[config.mk]
export PLATFORM = sky130hd
export DESIGN_NAME = bcd_ex3_serial_codec_flat
export DESIGN_NICKNAME = d
export VERILOG_FILES = /design/src/rtl/bcd_ex3_pkg.sv /design/src/rtl/bcd_ex3_serial_codec_if.sv /design/src/rtl/bcd_ex3_digit.sv /design/src/rtl/bcd_ex3_serial_codec.sv /design/src/flat_wrapper.sv
export SDC_FILE = /design/constraint.sdc
export NUM_CORES = 1
export LEC_CHECK = 0
export ABC_AREA = 1
export CORE_MARGIN = 1
export CORE_UTILIZATION = 35
export DETAILED_ROUTE_END_ITERATION = 10
export GPL_TIMING_DRIVEN = 0
export PLACE_DENSITY = 0.68
export RECOVER_POWER = 100
export SLEW_MARGIN = 5
export SYNTH_ARGS = -nofsm -noshare
export SYNTH_HDL_FRONTEND = slang
export SYNTH_SLANG_ARGS = --single-unit
[constraint.sdc]
create_clock -name clk -period 2.1 [get_ports clk]
set_clock_uncertainty 0.2 [all_clocks]
set_input_delay 0.42 -clock clk [delete_from_list [all_inputs] [get_ports clk]]
set_output_delay 0.42 -clock clk [all_outputs]
set_load 0.01 [all_outputs]
[src/rtl/bcd_ex3_pkg.sv]
// Shared definitions for the BCD <-> Excess-3 digit-serial codec.
//   - mode encodings for the in_mode input
//   - code-range constants used by the per-digit translator
//   - the codec FSM state type (also exposed on the debug port)
package bcd_ex3_pkg;

  localparam logic       MODE_BCD2EX3 = 1'b0;
  localparam logic       MODE_EX32BCD = 1'b1;

  localparam logic [3:0] EX3_OFFSET   = 4'd3;
  localparam logic [3:0] BCD_MAX      = 4'd9;
  localparam logic [3:0] EX3_MIN      = 4'd3;
  localparam logic [3:0] EX3_MAX      = 4'd12;

  typedef enum logic [1:0] {
    IDLE = 2'd0,
    CONV = 2'd1,
    HOLD = 2'd2
  } state_t;

endpackage

[src/rtl/bcd_ex3_serial_codec_if.sv]
// Handshake bundle for bcd_ex3_serial_codec.
// Handshake rule for both channels: a transfer happens on the rising clk
// edge where valid and ready are both 1. The codec raises out_valid and
// holds out_data/out_err_mask/out_err stable until that transfer. It
// accepts input only while in_ready is 1.
//   master : upstream producer / downstream consumer side (drives in_*, out_ready)
//   slave  : the codec itself
interface bcd_ex3_serial_codec_if #(
  parameter int DIGITS = 4
);
  logic                  in_valid;
  logic                  in_ready;
  logic [4*DIGITS-1:0]   in_data;
  logic                  in_mode;
  logic                  out_valid;
  logic                  out_ready;
  logic [4*DIGITS-1:0]   out_data;
  logic [DIGITS-1:0]     out_err_mask;
  logic                  out_err;

  modport master (
    output in_valid, in_data, in_mode, out_ready,
    input  in_ready, out_valid, out_data, out_err_mask, out_err
  );

  modport slave (
    input  in_valid, in_data, in_mode, out_ready,
    output in_ready, out_valid, out_data, out_err_mask, out_err
  );
endinterface

[src/rtl/bcd_ex3_digit.sv]
// Single-digit BCD <-> Excess-3 translator (purely combinational).
// Ports:
//   digit : 4-bit input code
//   mode  : MODE_BCD2EX3 or MODE_EX32BCD
//   code  : translated digit, 4'h0 when the input is illegal
//   err   : 1 when the input digit is not a legal code word for the mode
module bcd_ex3_digit
  import bcd_ex3_pkg::*;
(
  input  logic [3:0] digit,
  input  logic       mode,
  output logic [3:0] code,
  output logic       err
);

  always_comb begin
    code = 4'h0;
    err  = 1'b0;
    if (mode == MODE_BCD2EX3) begin
      if (digit <= BCD_MAX) code = digit + EX3_OFFSET;
      else                  err  = 1'b1;
    end else begin
      if ((digit >= EX3_MIN) && (digit <= EX3_MAX)) code = digit - EX3_OFFSET;
      else                                          err  = 1'b1;
    end
  end

endmodule

[src/rtl/bcd_ex3_serial_codec.sv]
// Digit-serial BCD <-> Excess-3 word converter.
// A word is captured in IDLE, converted one digit per clock (LSD first)
// in CONV through a single shared bcd_ex3_digit, then presented in HOLD
// until the consumer takes it. Words never overlap.
// Ports:
//   clk, rst_n : rising-edge clock, asynchronous active-low reset
//   bus        : slave side of bcd_ex3_serial_codec_if (in_* / out_* channels)
//   dbg_state  : current FSM state, for observation only
module bcd_ex3_serial_codec
  import bcd_ex3_pkg::*;
#(
  parameter int DIGITS = 4
) (
  input  logic                          clk,
  input  logic                          rst_n,
  bcd_ex3_serial_codec_if.slave         bus,
  output state_t                        dbg_state
);

  localparam int IDX_W = (DIGITS > 1) ? $clog2(DIGITS) : 1;
  localparam logic [IDX_W-1:0] IDX_LAST = IDX_W'(DIGITS - 1);

  state_t               state_q;
  logic [IDX_W-1:0]     idx_q;
  logic [4*DIGITS-1:0]  cap_data_q;
  logic                 cap_mode_q;
  logic [4*DIGITS-1:0]  res_q;
  logic [DIGITS-1:0]    mask_q;
  logic                 in_ready_q;
  logic                 out_valid_q;

  logic [3:0]           cur_digit;
  logic [3:0]           cur_code;
  logic                 cur_err;

  // Select the digit addressed by idx from the captured word.
  always_comb begin
    cur_digit = 4'h0;
    for (int k = 0; k < DIGITS; k++) begin
      if (idx_q == IDX_W'(k)) cur_digit = cap_data_q[4*k +: 4];
    end
  end

  bcd_ex3_digit u_digit (
    .digit (cur_digit),
    .mode  (cap_mode_q),
    .code  (cur_code),
    .err   (cur_err)
  );

  always_ff @(posedge clk or negedge rst_n) begin
    if (!rst_n) begin
      state_q     <= IDLE;
      idx_q       <= '0;
      cap_data_q  <= '0;
      cap_mode_q  <= MODE_BCD2EX3;
      res_q       <= '0;
      mask_q      <= '0;
      in_ready_q  <= 1'b0;
      out_valid_q <= 1'b0;
    end else begin
      case (state_q)
        IDLE: begin
          // in_ready comes up one edge after reset release and stays
          // high for as long as the block waits here.
          if (bus.in_valid && in_ready_q) begin
            cap_data_q <= bus.in_data;
            cap_mode_q <= bus.in_mode;
            idx_q      <= '0;
            // Clear results so unconverted digits read 0 until HOLD.
            res_q      <= '0;
            mask_q     <= '0;
            in_ready_q <= 1'b0;
            state_q    <= CONV;
          end else begin
            in_ready_q <= 1'b1;
          end
        end
        CONV: begin
          for (int k = 0; k < DIGITS; k++) begin
            if (idx_q == IDX_W'(k)) begin
              res_q[4*k +: 4] <= cur_code;
              mask_q[k]       <= cur_err;
            end
          end
          if (idx_q == IDX_LAST) begin
            out_valid_q <= 1'b1;
            state_q     <= HOLD;
          end else begin
            idx_q <= idx_q + IDX_W'(1);
          end
        end
        HOLD: begin
          if (bus.out_ready) begin
            out_valid_q <= 1'b0;
            in_ready_q  <= 1'b1;
            state_q     <= IDLE;
          end
        end
        default: begin
          state_q     <= IDLE;
          in_ready_q  <= 1'b0;
          out_valid_q <= 1'b0;
        end
      endcase
    end
  end

  assign bus.in_ready     = in_ready_q;
  assign bus.out_valid    = out_valid_q;
  assign bus.out_data     = res_q;
  assign bus.out_err_mask = mask_q;
  assign bus.out_err      = |mask_q;
  assign dbg_state        = state_q;

endmodule

[src/flat_wrapper.sv]
// flat-port wrapper written by rule: the top's interface ports become plain ports
module bcd_ex3_serial_codec_flat import bcd_ex3_pkg::*;
#(
  parameter int DIGITS = 4
)
  (clk, rst_n, dbg_state, bus_in_valid, bus_in_data, bus_in_mode, bus_out_ready, bus_in_ready, bus_out_valid, bus_out_data, bus_out_err_mask, bus_out_err);
  bcd_ex3_serial_codec_if #(.DIGITS(DIGITS)) bus_i ();
  input  logic clk;
  input  logic rst_n;
  output state_t dbg_state;
  input wire logic [$bits(bus_i.in_valid)-1:0] bus_in_valid;
  input wire logic [$bits(bus_i.in_data)-1:0] bus_in_data;
  input wire logic [$bits(bus_i.in_mode)-1:0] bus_in_mode;
  input wire logic [$bits(bus_i.out_ready)-1:0] bus_out_ready;
  output wire logic [$bits(bus_i.in_ready)-1:0] bus_in_ready;
  output wire logic [$bits(bus_i.out_valid)-1:0] bus_out_valid;
  output wire logic [$bits(bus_i.out_data)-1:0] bus_out_data;
  output wire logic [$bits(bus_i.out_err_mask)-1:0] bus_out_err_mask;
  output wire logic [$bits(bus_i.out_err)-1:0] bus_out_err;
  assign bus_i.in_valid = bus_in_valid;
  assign bus_i.in_data = bus_in_data;
  assign bus_i.in_mode = bus_in_mode;
  assign bus_i.out_ready = bus_out_ready;
  assign bus_in_ready = bus_i.in_ready;
  assign bus_out_valid = bus_i.out_valid;
  assign bus_out_data = bus_i.out_data;
  assign bus_out_err_mask = bus_i.out_err_mask;
  assign bus_out_err = bus_i.out_err;
  bcd_ex3_serial_codec #(.DIGITS(DIGITS)) u_core (.clk(clk), .rst_n(rst_n), .bus(bus_i), .dbg_state(dbg_state));
endmodule
==> flow_metrics.env, run 1 <==
export IMPL_outcome="finished with violations"
export IMPL_failed_checks="setup timing"
export IMPL_cts_sinks=43
export IMPL_cp_required_ps=2100
export IMPL_clockRootBuffer="clkbuf_8"
export IMPL_p_seq_share_pct=23.9
export IMPL_syn_nets=269
export IMPL_num_fill_cells=518
export IMPL_combPwrFrac_pct=65.0
export IMPL_grt_util_all_layers_pct=16.1
export IMPL_worstHoldStart="u_core.bus.out_data[9]"
export IMPL_antenna_found_initial=0
export IMPL_pwr_share_clk_pct=11.2
export IMPL_cp_cell_sequence="inv_4, ha_4, inv_6, nor2_4, nor2_1, nand2_1, nand2_2, inv_2, ha_4, nor2_2, nand2_4, nand3_4, nand2_4, clkbuf_16, nand3_1, nand2_1"
export IMPL_hold_path_class="reg -> reg"
export IMPL_power_uw=5990
export IMPL_clk_latency_ps=300
export IMPL_drt_iter0_markers=113
export IMPL_synth_seq_area_share_pct=48.5
export IMPL_area_delta_synth_final_pct=45.0
export IMPL_yosysTopAreaCell="dfrtp_1"
export IMPL_setup_viol_count_final=19
export IMPL_numCtsBuffers=5
export IMPL_dp_hpwl_um=3530
export IMPL_worstMarginPinSlew_ps=561
export IMPL_cts_tree="done"
export IMPL_worst_setup_path_start_kind="flop"
export IMPL_critPathCaptureType="flop"
export IMPL_reg2reg_to="u_core.bus.out_data[4]"
export IMPL_p_leak_uw=0.00154
export IMPL_io_buffer_count=45
export IMPL_core_area_sq_um=6030
export IMPL_viasPerCell=4.87
export IMPL_vdd_drop_max_mv=0.768
export IMPL_swShare_pct=44.8
export IMPL_grt_busiest_layer="met2"
export IMPL_antenna_left=0
export IMPL_pin_count=46
export IMPL_worst_path_largest_cell_delay_ps=470
export IMPL_rrSetupSlack_ps=-170
export IMPL_max_clock_path_buffers=2
export IMPL_grt_setup_unrepaired="yes"
export IMPL_grt_pass1_wl_um=8060
export IMPL_die_area_sq_um=6670
export IMPL_synth_top_area_share_pct=48.5
export IMPL_register_area_sq_um=1080
export IMPL_routed_wl_um=5030
export IMPL_p_int_uw=3310
export IMPL_grt_max_degree=23
export IMPL_multi_input_area_sq_um=1200
export IMPL_drive_above_1_share_pct=30.9
export IMPL_gr_usage_met3_pct=4.22
export IMPL_synth_cells=242
export IMPL_period_minus_slack_ps=2270
export IMPL_diodes=0
export IMPL_die_y_um=81.7
export IMPL_grt_util_met1_pct=21.1
export IMPL_drv_cap=0
export IMPL_synth_area_top_cells="dfrtp_1 48%, nand2_1 11%, mux2_2 7.1%"
export IMPL_slew_headroom_pct=62.3
export IMPL_first_pass_iters=4
export IMPL_syn_area_per_cell_sq_um=9.18
export IMPL_layout_common_cells="59 x nand2_1, 41 x dfrtp_1, 24 x dlygate4sd3_1, 21 x clkdlybuf4s50_1, 18 x inv_1"
export IMPL_min_period_over_period_pct=108
export IMPL_fin_ws_ps=-174
export IMPL_switchingPower_uw=2690
export IMPL_final_common_cell="nand2_1"
export IMPL_yosysWarningCount=0
export IMPL_drc=0
export IMPL_rr_worst_depth=16
export IMPL_fin_nets=337
export IMPL_place_congestion=0.801
export IMPL_max_freq_ghz=0.440
export IMPL_grt_pass1_vias=1759
export IMPL_htreeDepth=2
export IMPL_routedWlPerCell_um=13.0
export IMPL_syn_area_sq_um=2220
export IMPL_initial_utilization_pct=36.9
export IMPL_tns_ps=-2410
export IMPL_cp_arrival_ps=2270
export IMPL_via_count=1878
export IMPL_overflow=0
export IMPL_die_w_um=81.7
export IMPL_ys_ff_latch=43
export IMPL_ys_types=26
export IMPL_powerDensity_nw_per_um2=1860
export IMPL_place_ws_ps=-392
export IMPL_num_rows=28
export IMPL_whs_endpoint="u_core.bus.out_data[9]"
export IMPL_drv_slew=0
export IMPL_crit_type="reg -> reg"
export IMPL_hold_viol=0
export IMPL_clk_pin_slew_worst_paths_ps=80
export IMPL_critPathSlowestCell="dfrtp_2"
export IMPL_min_path_cells=2
export IMPL_path_max_fanout=5
export IMPL_grt_util_met2_pct=25.4
export IMPL_reg2reg_from="u_core.idx_q[0]"
[repair_timing]
item,CTS,global route
gates cloned,0,1
resized for setup,23,19
hold endpoints to repair,21,0
setup buffers,6,8
hold buffers,1,0
pin swaps,23,21
endpoints found under the setup margin,20,20
[critical path, delay by kind of cell, from the launching register on]
family,cells,cell delay (ps)
DFF,1,470
adders and majority gates,2,360
buffers and inverters,4,360
and+or+nand+nor,10,770
[synthesized netlist by cell type (all sizes together)]
library cell and instances:
nor2 14, mux2 14, nand2 70, nand4 9
buf 3, nand3b 1, clkbuf 1, nand3 25
o21a 2, dfrtp 43, ha 6, a21oi 15
o21ai 13, inv 26
[kinds of logic after synthesis]
| kind of cell | Yosys count | synth area share (%) |
|---|---|---|
| AND/OR/NAND/NOR | 119 | 26.8 |
| buffers and inverters | 30 | 6.14 |
| adder cells (fa/ha/maj) | 6 | 3.38 |
| flip-flops | 43 | 48.5 |
| AO/OA/AOI/OAI | 30 | 8.17 |
| multiplexers | 14 | 7.10 |
[power groups by stage]
stage	logic (uW)	registers [uW]	clock network [uW]
3_3_place_gp	2980	1400	0
2_1_floorplan	2180	1430	0
3_5_place_dp	3040	1410	0
4_1_cts	3340	1420	683
5_1_grt	4270	1470	728
6_report	3890	1430	670
[registers in the layout, summed over array words and instances (netlist names)]
signal	flops
u_core.bus.out_data	16
u_core.cap_data_q	16
u_core.bus.out_err_mask	4
u_core.dbg_state	2
u_core.idx_q	2
u_core.bus.in_ready	1
u_core.bus.out_valid	1
u_core.cap_mode_q	1
[layer usage]
metal	share of wire [%]	vias to the layer above
met4	2.0	0
met5	0	-
met3	4.3	10
li1	-	937
met2	47	49
met1	46	882
[worst max-delay path by stage]
| stage | endpoint | cells past startpoint | from | slack (ps) |
|---|---|---|---|---|
| floorplan | u_core.bus.out_data[6] | 12 | u_core.idx_q[0] | -30 |
| global placement | u_core.cap_data_q[10] | 1 | rst_n | -710 |
| detailed placement | u_core.bus.out_data[2] | 12 | u_core.idx_q[0] | -390 |
| CTS | u_core.bus.out_data[2] | 14 | u_core.idx_q[0] | -150 |
| global route | u_core.bus.out_data[2] | 16 | u_core.idx_q[0] | -270 |
| finish | u_core.bus.out_data[4] | 16 | u_core.idx_q[0] | -170 |
[area by class of cell]
| cell class | count | area share [%] |
|---|---|---|
| Multi-Input combinational cell | 169 | 37.3 |
| Inverter | 26 | 3.42 |
| Clock buffer | 6 | 2.56 |
| Buffer | 3 | 0.777 |
| Tap cell | 75 | 2.91 |
| Timing Repair Buffer | 62 | 18.5 |
| Clock inverter | 2 | 1.09 |
| Sequential cell | 43 | 33.5 |
[per-stage QoR]
| stage | std cells | util (%) | hold WS [ps] | area [sq um] |
|---|---|---|---|---|
| finish | 386 | 53.4 | 282 | 3220 |
| floorplan | 242 | - | -75.6 | 2270 |
| CTS | 377 | 51.2 | 289 | 3080 |
| global placement | 362 | 46.7 | 266 | 2820 |
| global route | 386 | 53.4 | 307 | 3220 |
| detailed placement | 363 | 47.1 | 236 | 2840 |
No activity file was read; power rests on OpenSTA's default activity.
==> inputs of run 2 (changes only) <==
CAP_MARGIN = 20   (was default)
==> results of run 2 <==
Final layout, timing and power as in run 1 (identical DEF).
==> inputs of run 3 (changes only) <==
SKIP_LAST_GASP = 1   (was default)
==> flow_metrics.env, run 3 (same netlist as run 1, synthesis figures left out) <==
export IMPL_whs_endpoint="u_core.bus.out_data[9]"
export IMPL_fin_nets=337
export IMPL_grt_setup_unrepaired="yes"
export IMPL_drv_cap=0
export IMPL_power_uw=5960
export IMPL_worstHoldStart="u_core.bus.out_data[9]"
export IMPL_final_common_cell="nand2_1"
export IMPL_area_delta_synth_final_pct=44.5
export IMPL_reg2reg_to="u_core.bus.out_data[4]"
export IMPL_die_area_sq_um=6670
export IMPL_failed_checks="setup timing"
export IMPL_grt_pass1_wl_um=8060
export IMPL_grt_util_all_layers_pct=16.1
export IMPL_cts_tree="done"
export IMPL_antenna_found_initial=0
export IMPL_pin_count=46
export IMPL_combPwrFrac_pct=64.9
export IMPL_swShare_pct=44.8
export IMPL_initial_utilization_pct=36.9
export IMPL_htreeDepth=2
export IMPL_post_dp_cell_area_sq_um=2840
export IMPL_reg2reg_from="u_core.idx_q[0]"
export IMPL_layout_common_cells="61 x nand2_1, 41 x dfrtp_1, 24 x dlygate4sd3_1, 21 x clkdlybuf4s50_1, 18 x inv_1"
export IMPL_pwr_share_clk_pct=11.2
export IMPL_path_max_fanout=5
export IMPL_final_cell_area_sq_um=3210
export IMPL_worst_setup_path_start_kind="flop"
export IMPL_cp_required_ps=2100
export IMPL_first_pass_iters=6
export IMPL_vdd_drop_max_mv=0.769
export IMPL_drv_slew=0
export IMPL_period_minus_slack_ps=2280
export IMPL_hold_viol=0
export IMPL_rr_worst_depth=16
export IMPL_num_fill_cells=522
export IMPL_cts_sinks=43
export IMPL_place_ws_ps=-392
export IMPL_outcome="finished with violations"
export IMPL_crit_type="reg -> reg"
export IMPL_overflow=0
export IMPL_clockRootBuffer="clkbuf_8"
export IMPL_num_rows=28
export IMPL_io_buffer_count=45
export IMPL_slew_headroom_pct=62.1
export IMPL_clk_pin_slew_worst_paths_ps=80
export IMPL_core_area_sq_um=6030
export IMPL_min_path_cells=2
export IMPL_max_freq_ghz=0.439
export IMPL_drt_iter0_markers=93
export IMPL_fin_ws_ps=-177
export IMPL_diodes=0
export IMPL_cp_arrival_ps=2270
export IMPL_routedWlPerCell_um=13.0
export IMPL_die_w_um=81.7
export IMPL_p_int_uw=3290
export IMPL_setup_viol_count_final=19
export IMPL_switchingPower_uw=2670
export IMPL_drc=0
export IMPL_via_count=1869
export IMPL_p_seq_share_pct=23.9
export IMPL_routed_wl_um=5020
export IMPL_rrSetupSlack_ps=-180
export IMPL_die_y_um=81.7
export IMPL_grt_pass1_vias=1759
export IMPL_antenna_left=0
export IMPL_hold_path_class="reg -> reg"
export IMPL_clk_latency_ps=290
export IMPL_max_clock_path_buffers=2
export IMPL_numCtsBuffers=5
export IMPL_drive_above_1_share_pct=30.2
export IMPL_p_leak_uw=0.00154
export IMPL_worstMarginPinSlew_ps=565
export IMPL_place_congestion=0.801
export IMPL_min_period_over_period_pct=108
export IMPL_viasPerCell=4.84
export IMPL_dp_hpwl_um=3530
export IMPL_critPathCaptureType="flop"
export IMPL_powerDensity_nw_per_um2=1860
export IMPL_grt_max_degree=23
==> run 3: changes by cell type in the layout (fill, tap and decap cells not counted) <==
| cell | delta |
|---|---|
| nand2_1 | +2 |
| nand2_2 | -2 |
| nand3_2 | +1 |
| nand3_4 | -1 |
| o21ai_0 | +1 |
| o21ai_1 | -1 |
==> run 3: how the worst max path moves through the flow <==
| stage | slack, ps | endpoint | from | cells past startpoint |
|---|---|---|---|---|
| floorplan | -30 | u_core.bus.out_data[6] | u_core.idx_q[0] | 12 |
| detailed placement | -390 | u_core.bus.out_data[2] | u_core.idx_q[0] | 12 |
| finish | -180 | u_core.bus.out_data[4] | u_core.idx_q[0] | 16 |
| global route | -270 | u_core.bus.out_data[3] | u_core.idx_q[0] | 13 |
| CTS | -150 | u_core.bus.out_data[2] | u_core.idx_q[0] | 14 |
| global placement | -710 | u_core.cap_data_q[10] | rst_n | 1 |
==> run 3: layout make-up <==
type	count	area, sq um	share of cell area, %
plain buffers	3	25.0	0.780
clock buffers	6	82.6	2.57
clock inverters	2	35.0	1.09
inverters	26	110	3.43
multi-input cells	169	1190	37.1
flip-flops and latches	43	1080	33.6
well taps	75	93.8	2.93
repair buffers	62	594	18.5
==> run 3: metrics by stage <==
step | hold slack (ps) | TNS, ps | utilization (%) | cells
after CTS | 289 | -1520 | 51.2 | 377
after floorplan | -75.6 | -166 | - | 242
after global routing | 307 | -4660 | 53.2 | 386
after global placement | 266 | -33610 | 46.7 | 362
final | 282 | -2490 | 53.2 | 386
after detailed placement | 236 | -4210 | 47.1 | 363
==> run 3: what timing repair did <==
| item | CTS | global route |
|---|---|---|
| setup buffers | 6 | 8 |
| endpoints found under the setup margin | 20 | 20 |
| cloned | 0 | 1 |
| gates resized for setup | 23 | 15 |
| pin swaps | 23 | 21 |
| endpoints found under the hold margin | 21 | 0 |
| hold buffers | 1 | 0 |
==> run 3: routing by layer <==
metal / track usage (%) / part of all wire [%]
met4: 6.14 / 2.0
met2: 25.4 / 47
met1: 21.1 / 47
met5: 0 / 0
met3: 4.22 / 4.2
==> run 3: critical path, stage by stage (launching register included) <==
cell and delay [ps]:
dfrtp_2 470, inv_4 70, ha_4 190, inv_6 70, nor2_4 30, nor2_1 80, nand2_1 80, nand2_2 110
inv_2 60, ha_4 170, nor2_2 120, nand2_4 70, nand3_4 90, nand2_4 90, clkbuf_16 160, nand3_1 60
nand2_1 50
==> run 3: power groups by stage <==
stage	combinational [uW]	sequential (uW)	clock, uW
finish	3870	1430	667
detailed placement	3040	1410	0
CTS	3340	1420	683
floorplan	2180	1430	0
global route	4240	1470	728
global placement	2980	1400	0
